`src/rtl/betting_ctrl.sv`:
```
// Heads-up no-limit hold'em hand sequencer feeding top_screen.
// Posts blinds, sequences turns, applies check/call, bet/raise and fold to the
// stacks, walks the streets preflop..showdown and awards the pot.
//
// Ports:
//   clk, reset                  clock, asynchronous active-high reset
//   start_hand                  pulse: begin a hand (IDLE or DONE without game_over)
//   action_valid/action/raise_amt  action of current_player (0 call, 1 raise, 2 fold, 3 ignored)
//   deal_req / deal_done        board-deal handshake for curr_state
//   eval_valid / eval_result    showdown result (0 p0, 1 p1, 2/3 split)
//   curr_state                  street: 0 preflop, 1 flop, 2 turn, 3 river, 4 showdown
//   current_player, current_dealer, player_stacks[2], player_pots[2], pot_size,
//   call_size, min_bet_or_raise, if_BetCheck, winner, hand_done, game_over
//   -- all registered, wired straight to top_screen.
module betting_ctrl #(
    parameter int unsigned STACK_W     = 11,
    parameter int unsigned START_STACK = 1000,
    parameter int unsigned SMALL_BLIND = 10,
    parameter int unsigned BIG_BLIND   = 20
) (
    input  logic               clk,
    input  logic               reset,
    input  logic               start_hand,
    input  logic               action_valid,
    input  logic [1:0]         action,
    input  logic [STACK_W-1:0] raise_amt,
    output logic               deal_req,
    input  logic               deal_done,
    input  logic               eval_valid,
    input  logic [1:0]         eval_result,
    output logic [2:0]         curr_state,
    output logic               current_player,
    output logic               current_dealer,
    output logic [STACK_W-1:0] player_stacks [2],
    output logic [STACK_W-1:0] player_pots [2],
    output logic [STACK_W-1:0] pot_size,
    output logic [STACK_W-1:0] call_size,
    output logic [STACK_W-1:0] min_bet_or_raise,
    output logic               if_BetCheck,
    output logic               winner,
    output logic               hand_done,
    output logic               game_over
);

    localparam logic [STACK_W-1:0] START_AMT = STACK_W'(START_STACK);
    localparam logic [STACK_W-1:0] SB_AMT    = STACK_W'(SMALL_BLIND);
    localparam logic [STACK_W-1:0] BB_AMT    = STACK_W'(BIG_BLIND);

    localparam logic [2:0] ST_PREFLOP  = 3'd0;
    localparam logic [2:0] ST_RIVER    = 3'd3;

    localparam logic [1:0] ACT_RAISE    = 2'd1;
    localparam logic [1:0] ACT_FOLD     = 2'd2;
    localparam logic [1:0] ACT_RESERVED = 2'd3;

    typedef enum logic [2:0] {
        S_IDLE, S_BLINDS, S_BET, S_SWEEP, S_DEAL, S_SHOWDOWN, S_AWARD, S_DONE
    } fsm_t;

    fsm_t       state;
    logic [1:0] acted;
    logic       skip_bet;
    logic       split;

    // Action arithmetic for the seat to act
    logic               opp;
    logic [STACK_W-1:0] stk_cur, stk_opp, pot_cur, pot_opp;
    logic [STACK_W-1:0] raise_inc, commit, refund;
    logic [STACK_W:0]   raise_total;
    logic               is_raise, full_raise, any_allin, street_closes;
    logic [STACK_W-1:0] new_stk_cur, new_stk_opp, new_pot_cur, new_pot_opp;

    always_comb begin
        opp         = ~current_player;
        stk_cur     = player_stacks[current_player];
        stk_opp     = player_stacks[opp];
        pot_cur     = player_pots[current_player];
        pot_opp     = player_pots[opp];
        raise_inc   = (raise_amt > min_bet_or_raise) ? raise_amt : min_bet_or_raise;
        raise_total = {1'b0, call_size} + {1'b0, raise_inc};
        // A stack that cannot exceed the call can only call
        is_raise    = (action == ACT_RAISE) && (stk_cur > call_size);
        if (is_raise) begin
            commit = (raise_total > {1'b0, stk_cur}) ? stk_cur : raise_total[STACK_W-1:0];
            refund = '0;
        end else begin
            commit = (stk_cur < call_size) ? stk_cur : call_size;
            // Uncalled part of the opponent's bet goes back so the pots level out
            refund = call_size - commit;
        end
        full_raise    = is_raise && ((commit - call_size) >= min_bet_or_raise);
        new_stk_cur   = stk_cur - commit;
        new_stk_opp   = stk_opp + refund;
        new_pot_cur   = pot_cur + commit;
        new_pot_opp   = pot_opp - refund;
        any_allin     = (new_stk_cur == '0) || (new_stk_opp == '0);
        // A raise reopens the action, so only a call/check can complete both flags
        street_closes = (new_pot_cur == new_pot_opp) &&
                        ((!is_raise && acted[opp]) || any_allin);
    end

    // Blind posting; the small blind never exceeds what the big blind could post
    logic               non_dealer;
    logic [STACK_W-1:0] stk_dlr, stk_bb, bb_post, sb_post;

    always_comb begin
        non_dealer = ~current_dealer;
        stk_dlr    = player_stacks[current_dealer];
        stk_bb     = player_stacks[non_dealer];
        bb_post    = (stk_bb < BB_AMT) ? stk_bb : BB_AMT;
        sb_post    = (stk_dlr < SB_AMT) ? stk_dlr : SB_AMT;
        if (sb_post > bb_post) sb_post = bb_post;
    end

    // Pot award; on a split the non-dealer takes the odd chip
    logic [STACK_W-1:0] award_total, award_half, share0, share1, award_stk0, award_stk1;

    always_comb begin
        award_total = pot_size + player_pots[0] + player_pots[1];
        award_half  = award_total >> 1;
        if (split) begin
            share0 = current_dealer ? (award_total - award_half) : award_half;
            share1 = current_dealer ? award_half : (award_total - award_half);
        end else begin
            share0 = winner ? '0 : award_total;
            share1 = winner ? award_total : '0;
        end
        award_stk0 = player_stacks[0] + share0;
        award_stk1 = player_stacks[1] + share1;
    end

    // Hand sequencer
    always_ff @(posedge clk or posedge reset) begin
        if (reset) begin
            state            <= S_IDLE;
            acted            <= '0;
            skip_bet         <= 1'b0;
            split            <= 1'b0;
            deal_req         <= 1'b0;
            curr_state       <= ST_PREFLOP;
            current_player   <= 1'b0;
            current_dealer   <= 1'b1;
            player_stacks[0] <= START_AMT;
            player_stacks[1] <= START_AMT;
            player_pots[0]   <= '0;
            player_pots[1]   <= '0;
            pot_size         <= '0;
            call_size        <= '0;
            min_bet_or_raise <= BB_AMT;
            if_BetCheck      <= 1'b1;
            winner           <= 1'b0;
            hand_done        <= 1'b0;
            game_over        <= 1'b0;
        end else begin
            hand_done <= 1'b0;
            case (state)
                S_IDLE, S_DONE: begin
                    if (start_hand && !game_over) begin
                        current_dealer   <= ~current_dealer;
                        curr_state       <= ST_PREFLOP;
                        acted            <= '0;
                        skip_bet         <= 1'b0;
                        split            <= 1'b0;
                        min_bet_or_raise <= BB_AMT;
                        game_over        <= 1'b0;
                        state            <= S_BLINDS;
                    end
                end
                S_BLINDS: begin
                    player_stacks[current_dealer] <= stk_dlr - sb_post;
                    player_stacks[non_dealer]     <= stk_bb - bb_post;
                    player_pots[current_dealer]   <= sb_post;
                    player_pots[non_dealer]       <= bb_post;
                    current_player                <= current_dealer;
                    call_size                     <= bb_post - sb_post;
                    if_BetCheck                   <= (bb_post == sb_post);
                    state                         <= S_BET;
                end
                S_BET: begin
                    if (action_valid && action != ACT_RESERVED) begin
                        if (action == ACT_FOLD) begin
                            // Seat and call_size stay put; AWARD clears the pots
                            winner <= opp;
                            split  <= 1'b0;
                            state  <= S_AWARD;
                        end else begin
                            player_stacks[current_player] <= new_stk_cur;
                            player_stacks[opp]            <= new_stk_opp;
                            player_pots[current_player]   <= new_pot_cur;
                            player_pots[opp]              <= new_pot_opp;
                            current_player                <= opp;
                            call_size                     <= new_pot_cur - new_pot_opp;
                            if_BetCheck                   <= (new_pot_cur == new_pot_opp);
                            if (full_raise) min_bet_or_raise <= commit - call_size;
                            acted[current_player] <= 1'b1;
                            if (is_raise) acted[opp] <= 1'b0;
                            if (street_closes) begin
                                skip_bet <= skip_bet | any_allin;
                                state    <= S_SWEEP;
                            end
                        end
                    end
                end
                S_SWEEP: begin
                    pot_size         <= pot_size + player_pots[0] + player_pots[1];
                    player_pots[0]   <= '0;
                    player_pots[1]   <= '0;
                    call_size        <= '0;
                    if_BetCheck      <= 1'b1;
                    min_bet_or_raise <= BB_AMT;
                    acted            <= '0;
                    curr_state       <= curr_state + 3'd1;
                    if (curr_state == ST_RIVER) begin
                        state <= S_SHOWDOWN;
                    end else begin
                        deal_req <= 1'b1;
                        state    <= S_DEAL;
                    end
                end
                S_DEAL: begin
                    if (deal_done) begin
                        deal_req       <= 1'b0;
                        current_player <= non_dealer;
                        state          <= skip_bet ? S_SWEEP : S_BET;
                    end
                end
                S_SHOWDOWN: begin
                    if (eval_valid) begin
                        case (eval_result)
                            2'd0: begin winner <= 1'b0; split <= 1'b0; end
                            2'd1: begin winner <= 1'b1; split <= 1'b0; end
                            default: begin winner <= non_dealer; split <= 1'b1; end
                        endcase
                        state <= S_AWARD;
                    end
                end
                S_AWARD: begin
                    player_stacks[0] <= award_stk0;
                    player_stacks[1] <= award_stk1;
                    player_pots[0]   <= '0;
                    player_pots[1]   <= '0;
                    pot_size         <= '0;
                    call_size        <= '0;
                    if_BetCheck      <= 1'b1;
                    hand_done        <= 1'b1;
                    game_over        <= (award_stk0 == '0) || (award_stk1 == '0);
                    state            <= S_DONE;
                end
                default: state <= S_IDLE;
            endcase
        end
    end

endmodule

```
`config.mk`:
```
export PLATFORM = sky130hd
export DESIGN_NAME = betting_ctrl
export DESIGN_NICKNAME = d
export VERILOG_FILES = /design/src/rtl/betting_ctrl.sv
export SDC_FILE = /design/constraint.sdc
export NUM_CORES = 1
export LEC_CHECK = 0
export CORE_UTILIZATION = 60
export DETAILED_ROUTE_END_ITERATION = 8
export GPL_TIMING_DRIVEN = 0
export PLACE_DENSITY = 0.86
export SYNTH_ARGS = -nofsm -noshare
export SYNTH_HDL_FRONTEND = slang
export SYNTH_SLANG_ARGS = --single-unit
export TNS_END_PERCENT = 30
```
`constraint.sdc`:
```
create_clock -name clk -period 12.5 [get_ports clk]
set_input_delay 2.5 -clock clk [delete_from_list [all_inputs] [get_ports clk]]
set_output_delay 2.5 -clock clk [all_outputs]
set_load 0.05 [all_outputs]
```
==> key figures, run 1 <==
STA
  – Final setup violation count: 0
  – Fmax achieved: 82.1 MHz
  – Min Tclk post-route: 12.18 ns
  – Setup Skew: 0.0163 ns
  – Setup ws final: 0.322 ns
  – Final Hold Fails: 0
  – Period Utilization, post-route: 0.974
  – Relative slew slack: 0.308
  – Worst slew pin tran: 1.03 ns
  – Max Transition Viols Final: 0

Critical path
  – CP max-delay cell: or4_1
  – Worst Path Max Fanout: 10
  – Crit end category: register
  – Worst EP arrival: 12.43 ns
  – Top delay family on crit path: compound AO/OA/AOI/OAI gates
  – Worst Path Required: 12.75 ns
  – WP buf/inv: 4
  – Startpoint types: primary input
  – Largest stage delay, worst path: 0.48 ns
  – Crit path kind: in -> reg

Synthesis
  – Cells after synthesis: 1897
  – Complex-gate fraction of the synthesized area: 0.246
  – EDFF count, synth: 0
  – Synth Area in Adders: 0.202
  – Flops & latches, synth: 94
  – Synth unique cells: 80
  – Ys async rst share: 1.00
  – Sequential share of the synthesized area: 0.162
  – Synth Area in Simple Gates: 0.170
  – Area of the mapped netlist: 0.0147 sq mm
  – Combinational family with the most area after synthesis: compound AO/OA/AOI/OAI gates
  – Ys Warns: 0
  – Post-synthesis xor/xnor area fraction: 0.0802
  – Syn Area/Cell: 7.73 sq um
  – Proportion of synthesized area in mux cells: 0.0802
  – Post-synth top flop: dfrtp_1

Clocking
  – CTS H-tree lvls: 3
  – Sink Count: 94
  – Worst-Skew Late Latency: 0.37 ns
  – CTS tree: built
  – Max clock buf depth: 2
  – CTS clk-pin slew, worst paths: 0.08 ns
  – Root buffer cell: clkbuf_16
  – Num CTS Buffers: 9

Die
  – Starting Density: 0.619
  – Core area: 0.0237 sq mm
  – Ports: 108
  – Die width: 158 um
  – Standard-cell rows: 56
  – Die height: 158 um
  – Die area: 0.0251 sq mm

Status
  – Status: finished clean

Routing
  – Remaining antenna violation count: 0
  – Vias/cell: 6.47
  – First-pass DRT Iterations: 8
  – DRC Markers: 0
  – Drt wl/cell: 22.6 um
  – Starting DRC count in detailed routing: 1530
  – Total number of vias: 15400
  – Routed wire length: 53.6 mm

Final layout
  – Finished Core Util: 0.703
  – Layout cells sized above 1: 0.0667
  – Final Net Count: 2292
  – Syn-to-layout area delta: 13.6%
  – Post-route cell area: 0.0167 sq mm
  – Non-filler instance count after layout: 2374

Placed design
  – PortBufs: 107
  – Setup WS pre-CTS: -1.66 ns
  – GPL Wtd Cong: 1.07
  – Placed cell count: 2350
  – Area after DPL: 0.0163 sq mm
  – HPWL Detailed: 43.2 mm

Global routing
  – Pin count of the biggest net entering global routing: 58
  – Total GRT Usage: 0.432
  – Antenna violations before repair: 1
  – Vias in the first global route: 14800
  – First-pass GRT wire length: 81.4 mm
  – Grt total ovfl: 0

Worst hold path
  – Hold Path Class: reg -> reg

Flow run
  – Max Cap Viol: 0
==> layer usage <==
| metal | vias to the layer above | track usage | share of wire |
|---|---|---|---|
| li1 | 7091 | - | - |
| met1 | 7201 | 0.537 | 0.38 |
| met4 | 0 | 0.282 | 0.070 |
| met5 | - | 0 | 0 |
| met2 | 870 | 0.695 | 0.45 |
| met3 | 204 | 0.0708 | 0.096 |
==> through the flow <==
stage	hold slack (ns)	TNS, ns
6_report	0.509	0
5_1_grt	0.539	-0.278
4_1_cts	0.514	0
3_5_place_dp	0.492	-19.29
3_3_place_gp	0.469	-16.03
2_1_floorplan	0.446	0
==> synthesized netlist by cell type (26+ instances only) <==
| library cell | n | area (sq um) |
|---|---|---|
| o21ai_0 | 164 | 821 |
| a211oi_1 | 26 | 195 |
| xnor2_1 | 84 | 736 |
| inv_1 | 146 | 548 |
| mux2_2 | 63 | 709 |
| xor2_1 | 45 | 394 |
| nor3_1 | 38 | 190 |
| nor2_1 | 153 | 574 |
| mux2i_1 | 45 | 450 |
| ha_1 | 198 | 2480 |
| nand2_1 | 199 | 747 |
| clkbuf_1 | 65 | 244 |
| nor2b_1 | 28 | 175 |
| a21oi_1 | 143 | 716 |
| a21o_1 | 43 | 323 |
| dfrtp_1 | 78 | 1950 |
==> layout make-up <==
class / instances / area (sq um)
diodes: 1 / 2.50
plain buffers: 79 / 318
clock buffers: 9 / 225
clock inverters: 7 / 66.3
fillers: 2034 / 7030
inverters: 147 / 554
multi-input cells: 1602 / 11600
flip-flops and latches: 94 / 2370
well taps: 319 / 399
repair buffers: 116 / 1160
==> cell usage in the layout (no fill, tap or decap), types with 11 or more instances in the layout <==
master           count
nand2_1            199
ha_1               198
o21ai_0            159
nor2_1             153
inv_1              144
a21oi_1            143
clkdlybuf4s50_1    107
xnor2_1             82
dfrtp_1             78
mux2_2              63
clkbuf_1            61
xor2_1              45
mux2i_1             45
a21o_1              43
nor3_1              38
nor2b_1             28
conb_1              28
a211oi_1            25
o21a_1              24
a31oi_1             24
fa_1                24
nand2b_1            23
o211ai_1            18
nand3_1             16
dfstp_2             16
or3_1               15
and2_1              14
nand4_1             13
o31ai_1             12
o21bai_1            12
a22o_1              11
a21boi_0            11
a221oi_1            11
a22oi_1             11
==> path summary, 6_finish.rpt <==
path / cells past startpoint / startpoint / end / slack (ns)
setup reg to reg: 48 / min_bet_or_raise[1] / min_bet_or_raise[0] / 2.45
hold / removal: 2 / acted[0] / acted[0] / 0.51
max in group asynchronous: 3 / reset / player_stacks[5] / 9.20
min in group asynchronous: 2 / reset / player_pots[20] / 2.55
hold reg to reg: 2 / acted[0] / acted[0] / 0.51
setup / recovery: 48 / raise_amt[1] / min_bet_or_raise[0] / 0.32
==> repair_timing <==
item / CTS / global route
cloned: 0 / 0
setup endpoints to repair: 16 / 16
gates resized for setup: 10 / 17
setup buffers: 1 / 7
hold buffers: 0 / 0
pin swaps: 1 / 3
==> worst min-delay path: cells and delay by family (launching register included) <==
family	cells	cell delay, ns
AND/OR/NAND/NOR	2	0.12
flip-flops	1	0.36
==> state kept, by name (all words and copies together), names as in the netlist <==
name	flops
player_pots	22
split	1
pot_size	11
game_over	1
acted	2
state	3
call_size	11
current_dealer	1
if_BetCheck	1
winner	1
current_player	1
player_stacks	22
hand_done	1
min_bet_or_raise	11
deal_req	1
curr_state	3
skip_bet	1
==> logic make-up after synthesis <==
| group | Yosys count |
|---|---|
| mux | 109 |
| buf+inv | 227 |
| fa+ha+maj | 222 |
| other cells | 2 |
| simple gates | 543 |
| xor+xnor | 131 |
| flops | 94 |
| compound gates | 569 |
Power of run 1 is left out: the tool's default activity adds up to more than one toggle a clock period on the data nets, which glitch-free logic cannot reach.
==> inputs of run 2 (changes only) <==
ABC_AREA = 1   (was default)
SLEW_MARGIN = 10   (was default)
==> key figures, run 2 <==
Final layout
  – Commonest non-fill, non-tap cell in the layout: nand2_1 (unchanged)
  – Diodes inserted: 0 (was 1)
  – Layout cells sized above 1: 0.0444 (was 0.0667)
  – Syn-to-layout area delta: 13.1% (was 13.6%)
  – Most frequent cells in the layout: nand2_1 (449), inv_1 (351), ha_1 (198) (was nand2_1 (199), ha_1 (198), o21ai_0 (159))
  – Final Net Count: 2603 (was 2292)
  – Largest regs: player_pots: 22 flops, player_stacks: 22 flops (unchanged)

Clocking
  – CTS H-tree lvls: 3 (unchanged)
  – CTS tree: built (unchanged)
  – Max clock buf depth: 2 (unchanged)
  – Post-cts resize count: 0 (was 10)
  – Hold_buf cts: 0 (unchanged)
  – Num CTS Buffers: 9 (unchanged)
  – Worst-Skew Late Latency: 0.37 ns (about the same)
  – Root buffer cell: clkbuf_16 (unchanged)
  – # Post-CTS Setup Buffers: 0 (was 1)
  – CTS clk-pin slew, worst paths: 0.07 ns (was 0.08 ns)
  – Sink Count: 94 (unchanged)

Critical path
  – Worst Path Required: 12.79 ns (was 12.75 ns)
  – Worst EP arrival: 12.07 ns (was 12.43 ns)
  – R2r setup slk: 2.66 ns (was 2.45 ns)
  – Worst r2r dst: min_bet_or_raise[2] (was min_bet_or_raise[0])
  – Crit end category: register (unchanged)
  – Largest stage delay, worst path: 0.43 ns (was 0.48 ns)
  – R2R cell count: 60 (was 48)
  – Worst Path Max Fanout: 10 (unchanged)
  – CP most frequent cell: nand2_1
  – Startpoint types: primary input (unchanged)
  – CP max-delay cell: clkdlybuf4s50_1 (was or4_1)
  – Crit path kind: in -> reg (unchanged)
  – Worst r2r src: min_bet_or_raise[2] (was min_bet_or_raise[1])

Global routing
  – Grt total ovfl: 0 (unchanged)
  – Met1 Track Usage GR: 0.574 (was 0.537)
  – Met3 Use GR: 0.0827 (was 0.0708)
  – Antenna violations before repair: 0 (was 1)
  – Met2 usage: 0.707 (was 0.695)
  – Total GRT Usage: 0.453 (was 0.432)
  – Busiest grt layer: met2 (unchanged)
  – First-pass GRT wire length: 84.2 mm (was 81.4 mm)
  – Pin count of the biggest net entering global routing: 62 (was 58)
  – Vias in the first global route: 15200 (was 14800)

Die
  – Die height: 158 um (about the same)
  – Core area: 0.0236 sq mm (was 0.0237 sq mm)
  – Die width: 158 um (about the same)
  – Die area: 0.0249 sq mm (was 0.0251 sq mm)
  – Ports: 108 (unchanged)
  – Starting Density: 0.616 (was 0.619)
  – Standard-cell rows: 56 (unchanged)

Worst hold path
  – Hold Path Class: reg -> reg (unchanged)
  – Hold Path End: skip_bet (was acted[0])
  – Hold path depth: 2 (unchanged)
  – Hold wc startpoint: skip_bet (was acted[0])

Routing
  – First-pass DRT Iterations: 8 (unchanged)
  – Total number of vias: 16600 (was 15400)
  – Vias/cell: 6.20 (was 6.47)
  – Remaining antenna violation count: 0 (unchanged)
  – Drt wl/cell: 21.0 um (was 22.6 um)
  – DRC Markers: 0 (unchanged)
  – Routed wire length: 56.5 mm (was 53.6 mm)
  – Starting DRC count in detailed routing: 2095 (was 1530)

STA
  – Max Transition Viols Final: 0 (unchanged)
  – Min Tclk post-route: 11.78 ns (was 12.18 ns)
  – Setup TNS: 0 ns (unchanged)
  – Unrepaired setup endpoints after global routing: no
  – Period Utilization, post-route: 0.943 (was 0.974)
  – Fmax achieved: 84.9 MHz (was 82.1 MHz)
  – Relative slew slack: 0.140 (was 0.308)
  – Final setup violation count: 0 (unchanged)
  – Worst slew pin tran: 1.28 ns (was 1.03 ns)
  – Setup Skew: 0.0162 ns (was 0.0163 ns)
  – Final Hold Fails: 0 (unchanged)

Placed design
  – HPWL Detailed: 46.5 mm (was 43.2 mm)
  – PortBufs: 107 (unchanged)
  – GPL Wtd Cong: 1.06 (was 1.07)

Synthesis
  – Post-synth top flop: dfrtp_1 (unchanged)
  – Syn Area/Cell: 6.57 sq um (was 7.73 sq um)
  – Post-synth top area share: 0.170 (was 0.169)
  – Flops & latches, synth: 94 (unchanged)
  – Sequential share of the synthesized area: 0.163 (was 0.162)
  – Ys Warns: 0 (unchanged)
  – Ys async rst share: 1.00 (unchanged)
  – Largest area contributor in the netlist: ha_1 (unchanged)
  – Area of the mapped netlist: 0.0145 sq mm (was 0.0147 sq mm)
  – Cells after synthesis: 2215 (was 1897)
  – EDFF count, synth: 0 (unchanged)
  – Most frequent cell after synthesis: nand2_1 (unchanged)
  – Synth cell count leaders: nand2_1 (449), inv_1 (352), ha_1 (198) (was nand2_1 (199), ha_1 (198), o21ai_0 (164))
  – Synth area leaders: ha_1 (17%), dfrtp_1 (13%), nand2_1 (12%), inv_1 (9.1%), o21ai_0 (6.6%) (was ha_1 (17%), dfrtp_1 (13%), o21ai_0 (5.6%), nand2_1 (5.1%), xnor2_1 (5.0%))
  – Synth unique cells: 59 (was 80)

Flow run
  – Max Cap Viol: 0 (unchanged)

Status
  – Status: finished clean (unchanged)
[run 2: changes by cell type after synthesis, moves of 27 or more]
cell     change
nand3_1     +72
a21oi_1     +33
nand2_1    +250
xnor2_1     -59
mux2i_1     -45
inv_1      +206
a21o_1      -38
mux2_2      -63
o21ai_0     +27
nor2b_1     -28
[run 2: logic make-up (layout without fill, tap and decap cells)]
logic type	count (synthesis)	after routing	synth area share
other	2	28	0.000516
XOR/XNOR	93	93	0.0560
buffers and inverters	428	552	0.113
AND/OR/NAND/NOR	802	802	0.235
flip-flops	94	94	0.163
AO/OA/AOI/OAI	574	574	0.230
adder cells (fa/ha/maj)	222	222	0.203
[run 2: worst max-delay path by stage]
stage                            start  slack [ns]                  end  cells after the start
final                     raise_amt[2]        0.72  min_bet_or_raise[2]                     60
after global routing      raise_amt[2]         0.1  min_bet_or_raise[1]                     59
after CTS                 raise_amt[2]        0.76  min_bet_or_raise[2]                     58
after detailed placement  raise_amt[2]        0.43  min_bet_or_raise[2]                     58
after global placement    raise_amt[2]        0.99  min_bet_or_raise[2]                     58
after floorplan           raise_amt[2]        2.86  min_bet_or_raise[2]                     57
[run 2: final cells by class]
type | instances | area, sq um
multi-input combinational | 1719 | 10600
fill | 2052 | 7160
sequential | 94 | 2370
inverter | 363 | 1370
timing repair buffer | 108 | 1100
tap | 319 | 399
buffer | 65 | 282
clock buffer | 11 | 243
clock inverter | 5 | 57.6
[run 2: routing by layer]
layer,wire (um),vias to the layer above
li1,-,7715
met2,24300,1075
met3,6230,226
met5,0,-
met1,22000,7633
met4,3950,0
[run 2: critical path, delay by kind of cell]
kind / cells / cell delay (ns)
AOI/OAI and AO/OA: 15 / 2.54
xor gates and xnor gates: 2 / 0.51
adders and majority gates: 5 / 1.64
buffers and inverters: 8 / 1.69
and+or+nand+nor: 30 / 3.17
[run 2: through the flow]
stage               worst slack [ns]  hold slack (ns)  std cells   util  instance area, sq um
finish                         0.716            0.515       2684  0.697                 16500
global placement               0.989            0.461       2667  0.682                 16100
global route                  0.0961            0.545       2684  0.697                 16500
floorplan                       2.86            0.449       2241      -                 14600
detailed placement             0.430            0.496       2668  0.684                 16100
CTS                            0.765            0.514       2684  0.696                 16400
Power of run 2 is left out for the same reason.
